$ cat src/rtl/spm_bus_arbiter.sv
// rtl/spm_bus_arbiter.sv - SPM arbiter for test, CPU data and CPU fetch ports (optional stats: SPM_ARB_STATS_EN)
module spm_bus_arbiter #(
  parameter int STARVE_LIMIT = 4,
  parameter int ADDR_W       = 30,
  parameter int DATA_W       = 32
) (
  input  logic              clk,
  input  logic              reset,
  input  logic              cpu_en,
  input  logic              test_as_,
  input  logic              test_rw,
  input  logic [ADDR_W-1:0] test_addr,
  input  logic [DATA_W-1:0] test_wr_data,
  output logic [DATA_W-1:0] test_rd_data,
  output logic              test_rdy,
  input  logic              dmem_as_,
  input  logic              dmem_rw,
  input  logic [ADDR_W-1:0] dmem_addr,
  input  logic [DATA_W-1:0] dmem_wr_data,
  output logic [DATA_W-1:0] dmem_rd_data,
  output logic              dmem_rdy,
  input  logic              imem_as_,
  input  logic [ADDR_W-1:0] imem_addr,
  output logic [DATA_W-1:0] imem_rd_data,
  output logic              imem_rdy,
`ifdef SPM_ARB_STATS_EN
  output logic [15:0]       stat_test_cnt,
  output logic [15:0]       stat_dmem_cnt,
  output logic [15:0]       stat_imem_cnt,
  output logic [15:0]       stat_conflict_cnt,
`endif
  output logic              spm_as_,
  output logic              spm_rw,
  output logic [ADDR_W-1:0] spm_addr,
  output logic [DATA_W-1:0] spm_wr_data,
  input  logic [DATA_W-1:0] spm_rd_data
);

  typedef enum logic {IDLE, RESP} state_t;
  typedef enum logic [1:0] {OWN_NONE, OWN_TEST, OWN_DMEM, OWN_IMEM} owner_t;

  localparam logic [3:0] LIMIT = 4'(STARVE_LIMIT);

  state_t     state, next_state;
  owner_t     owner, grant;
  logic       own_rw, grant_rw;
  logic [3:0] starve_cnt, starve_nxt;

  // Requests gated by cpu_en; reset held low suppresses any grant
  logic test_req, dmem_req, imem_req, promote;
  assign test_req = reset & ~test_as_;
  assign dmem_req = reset & cpu_en & ~dmem_as_;
  assign imem_req = reset & cpu_en & ~imem_as_;
  assign promote  = (starve_cnt == LIMIT);

  // State, owner and starvation counter registers
  always_ff @(posedge clk or negedge reset) begin
    if (!reset) begin
      state      <= IDLE;
      owner      <= OWN_NONE;
      own_rw     <= 1'b1;
      starve_cnt <= '0;
    end else begin
      state      <= next_state;
      starve_cnt <= starve_nxt;
      if (state == IDLE && grant != OWN_NONE) begin
        owner  <= grant;
        own_rw <= grant_rw;
      end else if (state == RESP) begin
        owner  <= OWN_NONE;
        own_rw <= 1'b1;
      end
    end
  end

  // Arbitration, next state and starvation bookkeeping
  always_comb begin
    grant      = OWN_NONE;
    grant_rw   = 1'b1;
    next_state = IDLE;
    starve_nxt = starve_cnt;
    if (state == IDLE) begin
      if (test_req) begin
        grant    = OWN_TEST;
        grant_rw = test_rw;
      end else if (promote && imem_req) begin
        grant    = OWN_IMEM;
      end else if (dmem_req) begin
        grant    = OWN_DMEM;
        grant_rw = dmem_rw;
      end else if (imem_req) begin
        grant    = OWN_IMEM;
      end
      if (grant != OWN_NONE) next_state = RESP;
      // A test win leaves the count alone; a data win over a waiting fetch bumps it
      if (grant == OWN_IMEM) begin
        starve_nxt = '0;
      end else if (grant == OWN_DMEM && imem_req && starve_cnt < LIMIT) begin
        starve_nxt = starve_cnt + 4'd1;
      end
    end
    if (!imem_req) starve_nxt = '0;
  end

  // SPM drive from the winner, ready/read-data return to the owner
  always_comb begin
    spm_as_      = 1'b1;
    spm_rw       = 1'b1;
    spm_addr     = '0;
    spm_wr_data  = '0;
    test_rdy     = 1'b0;
    dmem_rdy     = 1'b0;
    imem_rdy     = 1'b0;
    test_rd_data = '0;
    dmem_rd_data = '0;
    imem_rd_data = '0;
    case (grant)
      OWN_TEST: begin
        spm_as_     = 1'b0;
        spm_rw      = test_rw;
        spm_addr    = test_addr;
        spm_wr_data = test_wr_data;
      end
      OWN_DMEM: begin
        spm_as_     = 1'b0;
        spm_rw      = dmem_rw;
        spm_addr    = dmem_addr;
        spm_wr_data = dmem_wr_data;
      end
      OWN_IMEM: begin
        spm_as_     = 1'b0;
        spm_addr    = imem_addr;
      end
      default: ;
    endcase
    if (state == RESP) begin
      case (owner)
        OWN_TEST: begin
          test_rdy = 1'b1;
          if (own_rw) test_rd_data = spm_rd_data;
        end
        OWN_DMEM: begin
          dmem_rdy = 1'b1;
          if (own_rw) dmem_rd_data = spm_rd_data;
        end
        OWN_IMEM: begin
          imem_rdy     = 1'b1;
          imem_rd_data = spm_rd_data;
        end
        default: ;
      endcase
    end
  end

`ifdef SPM_ARB_STATS_EN
  logic conflict;
  assign conflict = (state == IDLE) &&
                    ((test_req & dmem_req) | (test_req & imem_req) | (dmem_req & imem_req));

  // Wrapping per-port completion and conflict counters
  always_ff @(posedge clk or negedge reset) begin
    if (!reset) begin
      stat_test_cnt     <= '0;
      stat_dmem_cnt     <= '0;
      stat_imem_cnt     <= '0;
      stat_conflict_cnt <= '0;
    end else begin
      if (test_rdy) stat_test_cnt <= stat_test_cnt + 16'd1;
      if (dmem_rdy) stat_dmem_cnt <= stat_dmem_cnt + 16'd1;
      if (imem_rdy) stat_imem_cnt <= stat_imem_cnt + 16'd1;
      if (conflict) stat_conflict_cnt <= stat_conflict_cnt + 16'd1;
    end
  end
`endif

endmodule
$ cat config.mk
export PLATFORM = sky130hd
export DESIGN_NAME = spm_bus_arbiter
export DESIGN_NICKNAME = d
export VERILOG_FILES = /design/src/rtl/spm_bus_arbiter.sv
export SDC_FILE = /design/constraint.sdc
export NUM_CORES = 1
export LEC_CHECK = 0
export BUFFER_PORTS_ARGS = -buffer_cell sky130_fd_sc_hd__buf_4
export CAP_MARGIN = 20
export CORE_AREA = 2 2 139 141
export DETAILED_ROUTE_END_ITERATION = 8
export DIE_AREA = 0 0 141 143
export GPL_TIMING_DRIVEN = 0
export SYNTH_ARGS = -nofsm -noshare
export SYNTH_HDL_FRONTEND = slang
export SYNTH_SLANG_ARGS = --single-unit
$ cat constraint.sdc
create_clock -name clk -period 1.65 [get_ports clk]
set_clock_uncertainty 0.05 [all_clocks]
set_input_delay 0.165 -clock clk [delete_from_list [all_inputs] [get_ports clk]]
set_output_delay 0.165 -clock clk [all_outputs]
set_load 0.02 [all_outputs]
# Word level (Yosys, flattened, before mapping)
# Cells that the tools add are included.
[op_classes] add_sub_neg=1 magnitude_cmp=1 n_eq_ne=11 n_mux=37 n_bitwise=8 reduce_logical=9
[ops] operator="$mux 32" n=7
[ops] operator="$pmux 30 s3" n=1
[ops] operator="$pmux 32 s2" n=1
[ops] operator="$mux 2" n=8
[ops] operator="$mux 4" n=4
[ops] operator="$mux 1" n=15
[ops] operator="$eq 2x2->1 const B" n=6
[ops] operator="$reduce_bool 2->1" n=3
[ops] operator="$add 4x1->4 const B" n=1
[ops] operator="$and 1x1->1" n=4
[ops] operator="$eq 2x1->1 const B" n=2
[ops] operator="$eq 4x3->1 const B" n=1
[ops] operator="$logic_and 1x1->1" n=4
[ops] operator="$lt 4x3->1 const B" n=1
[ops] operator="$not 1->1" n=4
[ops] operator="$ne 3x1->1 const B" n=1
[ops] operator="$reduce_or 3->1" n=1
[ops] operator="$ne 2x2->1 const B" n=1
[ops] operator="$pmux 1 s2" n=1
[ops] operator="$reduce_and 2->1" n=1
[totals] ff_bits=8 inputBits=194 output_inout_bits=163 wordCells=71

# Logic depth before layout (Yosys ltp)
# Gate-level depths: netlist of run 1.
[logic_depth] depth_word=14 mapped_depth=8 depth_no_buf=6

# Worst setup path before layout of run 1
# No wires, ideal clock.
[synth_timing] kind="reg2reg" start="register starve_cnt[0]" end="register own_rw" setup_ps=80 t_arrival_ps=1755 required_time_ps=1520 path_slack_ps=-235 path_stages_with_launch=8 n_path_buf=1 period_less_slack_ps=1885 cell_sequence="dfrtp_1 inv_1 ha_1 nand3b_4 o2111a_1 buf_6 a21oi_1 a21boi_0"
[synth_via] elab_chain_cells=9 word_cells_on_any_way=13 classes_between="eq/ne: 1; mux: 8; reduce/logical: 4"
[synth_rtl] element="start: declaration" line="47" source="logic [3:0] starve_cnt, starve_nxt;"
[synth_rtl] element="start signal: assignment" line="65" source="starve_cnt <= starve_nxt;"
[synth_rtl] element="$eq 4x3->1 *" line="54" source="assign promote = (starve_cnt == LIMIT);"
[synth_rtl] element="$logic_and 1x1->1 *" line="86" source="end else if (promote && imem_req) begin"
[synth_rtl] element="$mux 2" line="86"
[synth_rtl] element="$mux 2" line="83" source="if (test_req) begin"
[synth_rtl] element="$mux 2 (2 in series)" line="82" source="if (state == IDLE) begin"
[synth_rtl] element="$reduce_bool 2->1" line="66" source="if (state == IDLE && grant != OWN_NONE) begin"
[synth_rtl] element="$logic_and 1x1->1" line="66"
[synth_rtl] element="$mux 1 or $reduce_bool 2->1 (tied branches)"
[synth_rtl] element="end signal: assignment" line="68" source="own_rw <= grant_rw;"
[synth_rtl] element="end: declaration" line="46" source="logic own_rw, grant_rw;"
# Every way passes the cells marked *; elsewhere a longest branch is shown, timed or not. The select of a mux whose other input is x is not followed.
# A chain may end at the register's enable or synchronous reset.

# Worst setup path in the final report of run 1
[layout_timing] start="register starve_cnt[1]" end="output port spm_addr[7]"
[layout_via] elab_chain_cells=8 word_cells_on_any_way=10 classes_between="eq/ne: 4; mux: 5; reduce/logical: 1"
[layout_rtl] element="$eq 4x3->1 *" line="54"
[layout_rtl] element="$logic_and 1x1->1 *" line="86"
[layout_rtl] element="$mux 2 *" line="86"
[layout_rtl] element="$mux 2 *" line="83"
[layout_rtl] element="$mux 2 * (2 in series)" line="82"
[layout_rtl] element="$eq 2x2->1 or $eq 2x1->1 (tied branches)" line="117" source="case (grant)"
[layout_rtl] element="$pmux 30 s3 *" line="117"
[layout_rtl] element="end: declaration" line="34" source="output logic [ADDR_W-1:0] spm_addr,"
# Marks and branches as above.

==> results of run 1 <==
layout by cell type (no fill, tap or decap), drive strengths merged:
cell type,n
a211oi,1
a21boi,2
a21o,29
a21oi,3
a22o,61
a32oi,1
a41o,1
and2,35
and3,65
and3b,2
buf,394
clkbuf,23
dfrtp,7
dfstp,1
dlygate4sd3,1
ha,2
inv,5
mux2i,2
nand2,9
nand2b,1
nand3,1
nand3b,1
nor2,4
nor2b,2
nor3,2
o2111a,1
o211ai,3
o21a,1
o21ai,3
o22ai,1
o311a,1
flip-flops by register name (all words and copies together), names as in the netlist:
name,flops
state,1
own_rw,1
owner,2
starve_cnt,4
where the power goes:
part	switching, mW	total, mW	internal (mW)
clock	0.0995	0.422	0.322
combinational	0.709	1.60	0.889
sequential	0.0163	0.229	0.213
total	0.825	2.25	1.42
timing repair:
item	CTS	global route
cloned	4	2
hold endpoints to repair	8	0
pin swaps	5	1
setup buffers	14	3
hold buffers	1	0
gates resized for setup	122	87
endpoints found under the setup margin	167	164
per-layer routing:
layer	GRT usage	routed length [µm]	up-vias	share of wire
met5	0	0	-	0
met4	0.0253	218	0	0.013
met3	0.0329	1210	14	0.072
met2	0.288	9040	220	0.54
met1	0.168	6390	1771	0.38
li1	-	-	1836	-
worst register-to-register path: stages (launching register included):
cell	delay (ps)
dfrtp_1	390
inv_2	80
ha_4	150
nand3b_4	100
o2111a_2	300
buf_4	140
buf_8	130
buf_4	130
a21oi_4	170
buf_6	120
a21boi_2	130
path summary, 6_finish.rpt:
path,to,start,depth (start not counted)
hold / removal,starve_cnt[1],dmem_as_,3
setup reg to reg,own_rw,starve_cnt[1],10
setup / recovery,spm_addr[7],starve_cnt[1],9
min in group asynchronous,starve_cnt[3],reset,2
hold reg to reg,owner[0],owner[0],2
max in group asynchronous,own_rw,reset,2
area by class of cell:
cell class | count | area (µm²)
buffer | 35 | 397
tap | 234 | 293
inverter | 5 | 18.8
multi-input combinational | 234 | 2220
clock buffer | 4 | 78.8
sequential | 8 | 203
fill | 1946 | 12100
timing repair buffer | 379 | 3290
cells by family after synthesis:
logic type / after synthesis / synth area share
simple gates: 122 / 0.357
flops: 8 / 0.0959
mux: 2 / 0.00953
buf+inv: 40 / 0.100
compound gates: 108 / 0.425
fa+ha+maj: 2 / 0.0119
==> metrics.md, run 1 <==
| Metric | Value |
|---|---|
| Cell Rows | `50` |
| Asr flop ratio synth | `1.00` |
| Setup-failing EPs final | `140` |
| Vias | `3841` |
| Die width | `141 µm` |
| I/O pins | `357` |
| Layout cell share with drive strength beyond 1 | `0.756` |
| RSZ-0062 raised after global routing | `true` |
| Worst-Margin Slew | `399 ps` |
| Maximum clock rate | `433 MHz` |
| Syn_area_per_cell | `7.45 µm²` |
| Status | `finished with violations` |
| Fin area | `6500 µm²` |
| Crit-path cells | `inv_2 > ha_4 > nand3b_4 > o2111a_2 > buf_8 > buf_6 > a22o_1 > a21o_4 > buf_4` |
| Num CTS Buffers | `3` |
| Layout Utilization | `0.350` |
| Area Overhead vs Synth | `210%` |
| # clock sinks | `8` |
| Post-synthesis cell type count | `33` |
| CTS root buf | `clkbuf_16` |
| Fin crit share | `1.40` |
| ANT cells | `0` |
| Tot Pwr | `2.25 mW` |
| Pwr dens | `346 nW/µm²` |
| Post-synth EDFFs | `0` |
| Skew-Pair Late Insertion Delay | `240 ps` |
| Area share of the largest cell type after synthesis | `0.254` |
| Mapped cell area | `2100 µm²` |
| Clock Path Buffers | `2` |
| Number of nets in the layout | `862` |
| Placed instance area | `5440 µm²` |
| Placed cells | `872` |
| Worst path buffer plus inverter count | `4` |
| Non-Filler Instances | `899` |
| Worst path top cell family by delay | `compound AO/OA/AOI/OAI gates` |
| Final hold violations | `0` |
| Ys Warns | `0` |
| Critical path arrival | `2100 ps` |
| Minimum clock period | `2310 ps` |
| Antenna-violating nets left | `0` |
| Most common cell in the netlist | `and3_1` |
| Endpoint type of the worst setup path | `output pin` |
| Syn_nets | `478` |
| Pre-antenna DRT Iters | `4` |
| Antenna violations before repair | `0` |
| Gr usage total | `0.148` |
| Initial core utilization | `0.113` |
| Die area | `20200 µm²` |
| Routability cong. | `0.751` |
| Clock transition at path regs | `40 ps` |
| Hold Crit Class | `in2reg` |
| Post-synth top cells | `65 x and3_1, 61 x a22o_1, 34 x and2_1` |
| Core Area | `18600 µm²` |
| Hold WS | `257 ps` |
| GR Overflow Total | `0` |
| Drt drc | `0` |
| Worst slew margin | `0.733` |
| Internal reg-to-reg setup slack | `-310 ps` |
| Routed WL per cell | `18.8 µm` |
| First-pass GRT wire length | `22800 µm` |
| Number of max-cap violations | `0` |
| Longest individual stage delay on the worst path | `390 ps` |
| Leak | `3.62 nW` |
| CP startpoint kind | `flop` |
| Final worst slack | `-660 ps` |
| Worst Path Class, Setup | `reg2out` |
| Dpl ws | `-621 ps` |
| Required time worst endpoint | `1430 ps` |
| Number of global-route vias before repair | `3691` |
| Largest net degree at the start of global routing | `11` |
| H-tree depth | `1` |
| Failing checks | `negative setup slack` |
| Largest cells by area after synthesis | `a22o_1 25%, and3_1 19%, a21o_1 10%` |
| Dominant synthesized flop cell | `dfrtp_1` |
| Die height | `143 µm` |
| Setup_tns | `-46720 ps` |
| Final WL | `16900 µm` |
| Cells after Synth | `282` |
| CP max-delay cell | `dfrtp_1` |
| I/O Buffers | `356` |
| Dpl hpwl | `13900 µm` |
| Seq/Total Area, Yosys | `0.0959` |
| Via density | `4.27` |
| 1st-iter DRT viols | `89` |
| Maximum vdd ir drop | `0.251 mV` |
| TritonCTS clock tree | `built` |
| Largest area contributor in the netlist | `a22o_1` |
| Max FO, Critical Path | `10` |
| Fin. max-slew vios | `0` |
| Synth Register Bits | `8` |
Power figures use the tool's default switching activity.
==> run 2, diff against run 1 <==
--- a/config.mk
+++ b/config.mk
@@ -7,9 +7,9 @@
 export LEC_CHECK = 0
 export BUFFER_PORTS_ARGS = -buffer_cell sky130_fd_sc_hd__buf_4
 export CAP_MARGIN = 20
-export CORE_AREA = 2 2 139 141
+export CORE_AREA = 2 2 138 140
 export DETAILED_ROUTE_END_ITERATION = 8
-export DIE_AREA = 0 0 141 143
+export DIE_AREA = 0 0 140 142
 export GPL_TIMING_DRIVEN = 0
 export SYNTH_ARGS = -nofsm -noshare
 export SYNTH_HDL_FRONTEND = slang
==> constraint.sdc (replaced) <==
create_clock -name clk -period 2.4 [get_ports clk]
set_clock_uncertainty 0.05 [all_clocks]
set_input_delay 0.24 -clock clk [delete_from_list [all_inputs] [get_ports clk]]
set_output_delay 0.24 -clock clk [all_outputs]
set_load 0.02 [all_outputs]
==> run 2 against run 1 <==
The run ends with design-rule violations left. Non-clock buffer count decreased by 15. Hold slack better by 120 ps. Power shrank 41%. Final cell count shrank 1.7%. Combinational power fell by 45%. Worst setup slack better by 710 ps. Critical path type unchanged. Largest cell class unchanged. Largest power group unchanged. Highest routed layer unchanged.
==> metrics.md, run 2 (same netlist as run 1, synthesis figures left out) <==
| Metric | Value |
|---|---|
| Hold WS | `375 ps (was 257 ps)` |
| Fillers | `2029 (was 1946)` |
| Part of the power in the clock network | `0.220 (was 0.188)` |
| Setup_tns | `0 ps (was -46720 ps)` |
| Routability cong. | `0.834 (was 0.751)` |
| Most common cell after layout, fill and taps aside | `buf_4 (unchanged)` |
| Reg power frac | `0.118 (was 0.102)` |
| Core Area | `18500 µm² (was 18600 µm²)` |
| Drt drc | `25 (was 0)` |
| Final hold violations | `0 (unchanged)` |
| Gr usage total | `0.137 (was 0.148)` |
| Minimum clock period | `2350 ps` |
| FF+latch area | `201 µm² (was 203 µm²)` |
| Status | `finished with violations (unchanged)` |
| Fin crit share | `0.981` |
| ANT cells | `0 (unchanged)` |
| Antenna violations before repair | `0 (unchanged)` |
| Fin area | `5270 µm² (was 6500 µm²)` |
| Skew-Pair Late Insertion Delay | `230 ps (was 240 ps)` |
| Internal Pwr Total | `0.823 mW (was 1.42 mW)` |
| Commonest non-fill, non-tap cells in the layout | `361 x buf_4, 65 x and3_1, 60 x a22o_1 (was 278 x buf_4, 100 x buf_6, 39 x and3_1)` |
| Num CTS Buffers | `3 (unchanged)` |
| Failing checks | `design-rule violations (was negative setup slack)` |
| Endpoint type of the worst setup path | `output pin (unchanged)` |
| Antenna-violating nets left | `0 (unchanged)` |
| Cell Rows | `50 (unchanged)` |
| Placed instance area | `5070 µm² (was 5440 µm²)` |
| CP startpoint kind | `flop (unchanged)` |
| Worst slew margin | `0.542 (was 0.733)` |
| Fin. max-slew vios | `0 (unchanged)` |
| 1st-iter DRT viols | `178 (was 89)` |
| Largest net degree at the start of global routing | `11 (unchanged)` |
| CTS root buf | `clkbuf_16 (unchanged)` |
| Die height | `142 µm (was 143 µm)` |
| Critical path arrival | `2060 ps (was 2100 ps)` |
| Maximum clock rate | `425 MHz` |
| Switching Fraction | `0.379 (was 0.367)` |
| Clock transition at path regs | `40 ps (about the same)` |
| Net switching power | `0.501 mW (was 0.825 mW)` |
| GR Overflow Total | `0 (unchanged)` |
| TritonCTS clock tree | `built (unchanged)` |
| Number of nets in the layout | `847 (was 862)` |
| Worst-Margin Slew | `679 ps (was 399 ps)` |
| Pwr dens | `251 nW/µm² (was 346 nW/µm²)` |
| Worst Path Class, Setup | `reg2out (unchanged)` |
| Max FO, Critical Path | `9 (was 10)` |
| Placed cells | `872 (unchanged)` |
| Routed WL per cell | `17.4 µm (was 18.8 µm)` |
| Non-Filler Instances | `884 (was 899)` |
| Number of max-cap violations | `0 (unchanged)` |
| Area Overhead vs Synth | `151% (was 210%)` |
| Via density | `4.20 (was 4.27)` |
| Comb power frac | `0.662 (was 0.711)` |
| Final WL | `15400 µm (was 16900 µm)` |
| Initial core utilization | `0.114 (was 0.113)` |
| Die width | `140 µm (was 141 µm)` |
| H-tree depth | `1 (unchanged)` |
| Number of global-route vias before repair | `3541 (was 3691)` |
| Area occupied by multi-input gates | `1720 µm² (was 2220 µm²)` |
| Hold Crit Class | `in2reg (unchanged)` |
| Dpl hpwl | `13200 µm (was 13900 µm)` |
| Maximum vdd ir drop | `0.179 mV (was 0.251 mV)` |
| Vias | `3715 (was 3841)` |
| Reg with most FFs | `starve_cnt (unchanged)` |
| Setup-failing EPs final | `0 (was 140)` |
| Layout cell share with drive strength beyond 1 | `0.609 (was 0.756)` |
| I/O Buffers | `356 (unchanged)` |
| I/O pins | `357 (unchanged)` |
| # clock sinks | `8 (unchanged)` |
| Clock Path Buffers | `2 (unchanged)` |
| Pre-antenna DRT Iters | `8 (was 4)` |
| Die area | `19900 µm² (was 20200 µm²)` |
| Max reg flops | `4 (unchanged)` |
| Top Registers | `starve_cnt: 4 flops, owner: 2 flops (unchanged)` |
| Required time worst endpoint | `2110 ps (was 1430 ps)` |
| Leak | `3.26 nW (was 3.62 nW)` |
| Tot Pwr | `1.32 mW (was 2.25 mW)` |
| First-pass GRT wire length | `21100 µm (was 22800 µm)` |
run 2: timing repair:
action / CTS / global route
pin swaps: 2 / 1
gates resized for setup: 8 / 13
setup buffers: 3 / 3
setup endpoints to repair: 59 / 30
cloned: 0 / 1
hold buffers: 1 / 0
endpoints found under the hold margin: 8 / 0
run 2: area by class of cell:
class	count	share of cell area
timing repair buffer	364	0.523
multi-input combinational	234	0.326
tap	234	0.0556
buffer	35	0.0389
sequential	8	0.0382
clock buffer	4	0.0150
inverter	5	0.00356
run 2: critical path: stages, from the launching register on:
cell	delay, ps
dfrtp_1	380
inv_2	90
ha_4	140
nand3b_4	100
o2111a_1	280
buf_6	160
buf_8	140
a22o_4	230
a21o_1	170
buf_6	130
run 2: worst paths after layout:
check	start	end	slack (ps)	depth (start not counted)
worst max-delay path	starve_cnt[0]	spm_addr[1]	50	9
max in group asynchronous	reset	own_rw	1550	2
worst min register to register	owner[0]	owner[0]	540	2
min in group asynchronous	reset	state	440	2
worst min-delay path	imem_as_	own_rw	370	4
worst max register to register	starve_cnt[0]	own_rw	570	7
run 2: stage by stage:
step / worst slack [ps] / util
2_1_floorplan: 450 / -
3_3_place_gp: 73.5 / 0.275
3_5_place_dp: 88.2 / 0.275
4_1_cts: 25.3 / 0.282
5_1_grt: -5.37 / 0.285
6_report: 46.5 / 0.285
run 2: power groups by stage:
stage	Sequential (mW)	Clock, mW	Combinational (mW)
final	0.156	0.292	0.877
after global routing	0.158	0.304	0.938
after CTS	0.157	0.297	0.879
after detailed placement	0.158	0	0.869
after global placement	0.157	0	0.866
after floorplan	0.154	0	0.361
run 2: per-layer routing:
layer  up-vias  global-route usage  routed length (µm)
met5         -                   0                   0
met4         0              0.0154                  96
met3         7              0.0276                1360
met2       222               0.264                7990
met1      1684               0.160                5920
li1       1802                   -                   -
==> run 3, diff against run 2 <==
--- a/config.mk
+++ b/config.mk
@@ -11,6 +11,7 @@
 export DETAILED_ROUTE_END_ITERATION = 8
 export DIE_AREA = 0 0 140 142
 export GPL_TIMING_DRIVEN = 0
+export PLACE_DENSITY = 0.4
 export SYNTH_ARGS = -nofsm -noshare
 export SYNTH_HDL_FRONTEND = slang
 export SYNTH_SLANG_ARGS = --single-unit
==> run 3 against run 2 <==
The run still ends with design-rule violations left. Via count up 1.7%. Clock-buffer cell count did not move. Final cell count shrank 0.34%. Sequential share of layout area barely moved. Critical path depth is the same. Largest power group unchanged. Highest routed layer unchanged.
==> metrics.md, run 3 (same netlist as run 1, synthesis figures left out) <==
| Metric | Value |
|---|---|
| Status | `finished with violations (unchanged)` |
| Failing checks | `design-rule violations (unchanged)` |
| Via density | `4.29 (was 4.20)` |
| Fin. max-slew vios | `0 (unchanged)` |
| Commonest non-fill, non-tap cells in the layout | `359 x buf_4, 65 x and3_1, 61 x a22o_1 (was 361 x buf_4, 65 x and3_1, 60 x a22o_1)` |
| Number of nets in the layout | `843 (was 847)` |
| H-tree depth | `1 (unchanged)` |
| Placed cells | `872 (unchanged)` |
| Required time worst endpoint | `2110 ps (about the same)` |
| Gr usage total | `0.148 (was 0.137)` |
| Fillers | `2064 (was 2029)` |
| Number of max-cap violations | `0 (unchanged)` |
| WL met2 | `8820 µm (was 7990 µm)` |
| Fin area | `5210 µm² (was 5270 µm²)` |
| First-pass GRT wire length | `22900 µm (was 21100 µm)` |
| Met1 wire length | `5740 µm (was 5920 µm)` |
| Vias | `3779 (was 3715)` |
| Die area | `19900 µm² (unchanged)` |
| Setup_tns | `0 ps (unchanged)` |
| Maximum vdd ir drop | `0.196 mV (was 0.179 mV)` |
| Max FO, Critical Path | `10 (was 9)` |
| Most common cell after layout, fill and taps aside | `buf_4 (unchanged)` |
| Routed WL per cell | `18.6 µm (was 17.4 µm)` |
| # clock sinks | `8 (unchanged)` |
| I/O Buffers | `356 (unchanged)` |
| Layout cell share with drive strength beyond 1 | `0.604 (was 0.609)` |
| Final hold violations | `0 (unchanged)` |
| CTS root buf | `clkbuf_16 (unchanged)` |
| Final WL | `16400 µm (was 15400 µm)` |
| R2r worst-path depth | `7 (unchanged)` |
| Internal reg-to-reg setup slack | `600 ps (was 570 ps)` |
| Maximum clock rate | `422 MHz (was 425 MHz)` |
| Pre-antenna DRT Iters | `8 (unchanged)` |
| Placed instance area | `5070 µm² (unchanged)` |
| Skew-Pair Late Insertion Delay | `230 ps (about the same)` |
| Critical R2R Launch | `starve_cnt[1] (was starve_cnt[0])` |
| Fin crit share | `0.987 (was 0.981)` |
| I/O pins | `357 (unchanged)` |
| Reg with most FFs | `starve_cnt (unchanged)` |
| Num CTS Buffers | `3 (unchanged)` |
| Non-Filler Instances | `881 (was 884)` |
| Worst-Margin Slew | `679 ps (about the same)` |
| RSZ-0062 raised after global routing | `true` |
| Cell Rows | `50 (unchanged)` |
| Routability cong. | `0.828 (was 0.834)` |
| Hold Crit Class | `in2reg (unchanged)` |
| Core Area | `18500 µm² (unchanged)` |
| Crit path to | `spm_addr[5] (was spm_addr[1])` |
| Die width | `140 µm (unchanged)` |
| Critical Path Source | `starve_cnt[1] (was starve_cnt[0])` |
| GR Overflow Total | `0 (unchanged)` |
| Largest net degree at the start of global routing | `11 (unchanged)` |
| Clock Path Buffers | `2 (unchanged)` |
| 1st-iter DRT viols | `158 (was 178)` |
| Die height | `142 µm (unchanged)` |
| CP startpoint kind | `flop (unchanged)` |
| Reg2reg end | `own_rw (unchanged)` |
| DR top layer | `met4 (unchanged)` |
| Worst slew margin | `0.543 (was 0.542)` |
| Setup-failing EPs final | `0 (unchanged)` |
| Hold path cells | `4 (unchanged)` |
| Area Overhead vs Synth | `148% (was 151%)` |
| Minimum clock period | `2370 ps (was 2350 ps)` |
| Antenna-violating nets left | `0 (unchanged)` |
| Clock transition at path regs | `40 ps (about the same)` |
| Worst Path Class, Setup | `reg2out (unchanged)` |
| Pwr dens | `254 nW/µm² (was 251 nW/µm²)` |
| Drt drc | `25 (unchanged)` |
| Leak | `3.22 nW (was 3.26 nW)` |
| Hold WS | `376 ps (was 375 ps)` |
| Top Registers | `starve_cnt: 4 flops, owner: 2 flops (unchanged)` |
| Dpl hpwl | `14300 µm (was 13200 µm)` |
| Max reg flops | `4 (unchanged)` |
| TritonCTS clock tree | `built (unchanged)` |
| Antenna violations before repair | `1 (was 0)` |
| Critical path arrival | `2080 ps (was 2060 ps)` |
| Initial core utilization | `0.114 (unchanged)` |
| Endpoint type of the worst setup path | `output pin (unchanged)` |
| Number of global-route vias before repair | `3846 (was 3541)` |
| Met3 wire length | `1580 µm (was 1360 µm)` |
run 3: changes by cell type in the layout (fill, tap and decap cells not counted), sizes merged:
cell,previous run,this run
buf,375,372
clkbuf,27,26
diode,0,1
run 3: worst min-delay path by stage:
stage / to / startpoint / slack [ps]
after CTS: own_rw / dmem_as_ / 390
after detailed placement: starve_cnt[3] / reset / 30
after global routing: own_rw / dmem_rw / 410
after global placement: starve_cnt[3] / reset / 30
after floorplan: owner[0] / reset / -110
final: own_rw / dmem_rw / 380
run 3: layer usage:
metal / vias up / GRT usage
li1: 1795 / -
met1: 1739 / 0.152
met2: 233 / 0.293
met3: 12 / 0.0437
met4: 0 / 0.0319
met5: - / 0
run 3: power breakdown:
part           internal, mW  switching [mW]
registers             0.146         0.00926
clock network         0.222          0.0700
logic                 0.451           0.422
run 3: area by class of cell:
cell class	instances	area, µm²	area share
Timing Repair Buffer	360	2710	0.519
Tap cell	234	293	0.0562
Multi-Input combinational cell	234	1710	0.328
Antenna cell	1	2.50	0.000481
Inverter	5	18.8	0.00360
Buffer	35	199	0.0382
Sequential cell	8	201	0.0387
Clock buffer	4	78.8	0.0151
run 3: critical path, stage by stage, from the launching register on:
cell	delay (ps)
dfrtp_1	420
inv_2	90
ha_4	150
nand3b_4	100
o2111a_1	260
buf_6	150
buf_6	140
a22o_1	190
a21o_1	170
buf_4	160
run 3: per-stage QoR:
stage	worst slack (ps)	util	power, mW
2_1_floorplan	450	-	0.515
3_3_place_gp	139	0.275	1.02
3_5_place_dp	151	0.275	1.03
4_1_cts	3.99	0.281	1.34
5_1_grt	-60.5	0.282	1.39
6_report	31.6	0.282	1.32
run 3: what timing repair did:
action,in CTS,in global routing
pin swaps,2,0
setup endpoints to repair,57,76
buffers inserted,1,2
hold buffers,1,0
resized for setup,7,9
hold endpoints to repair,8,0
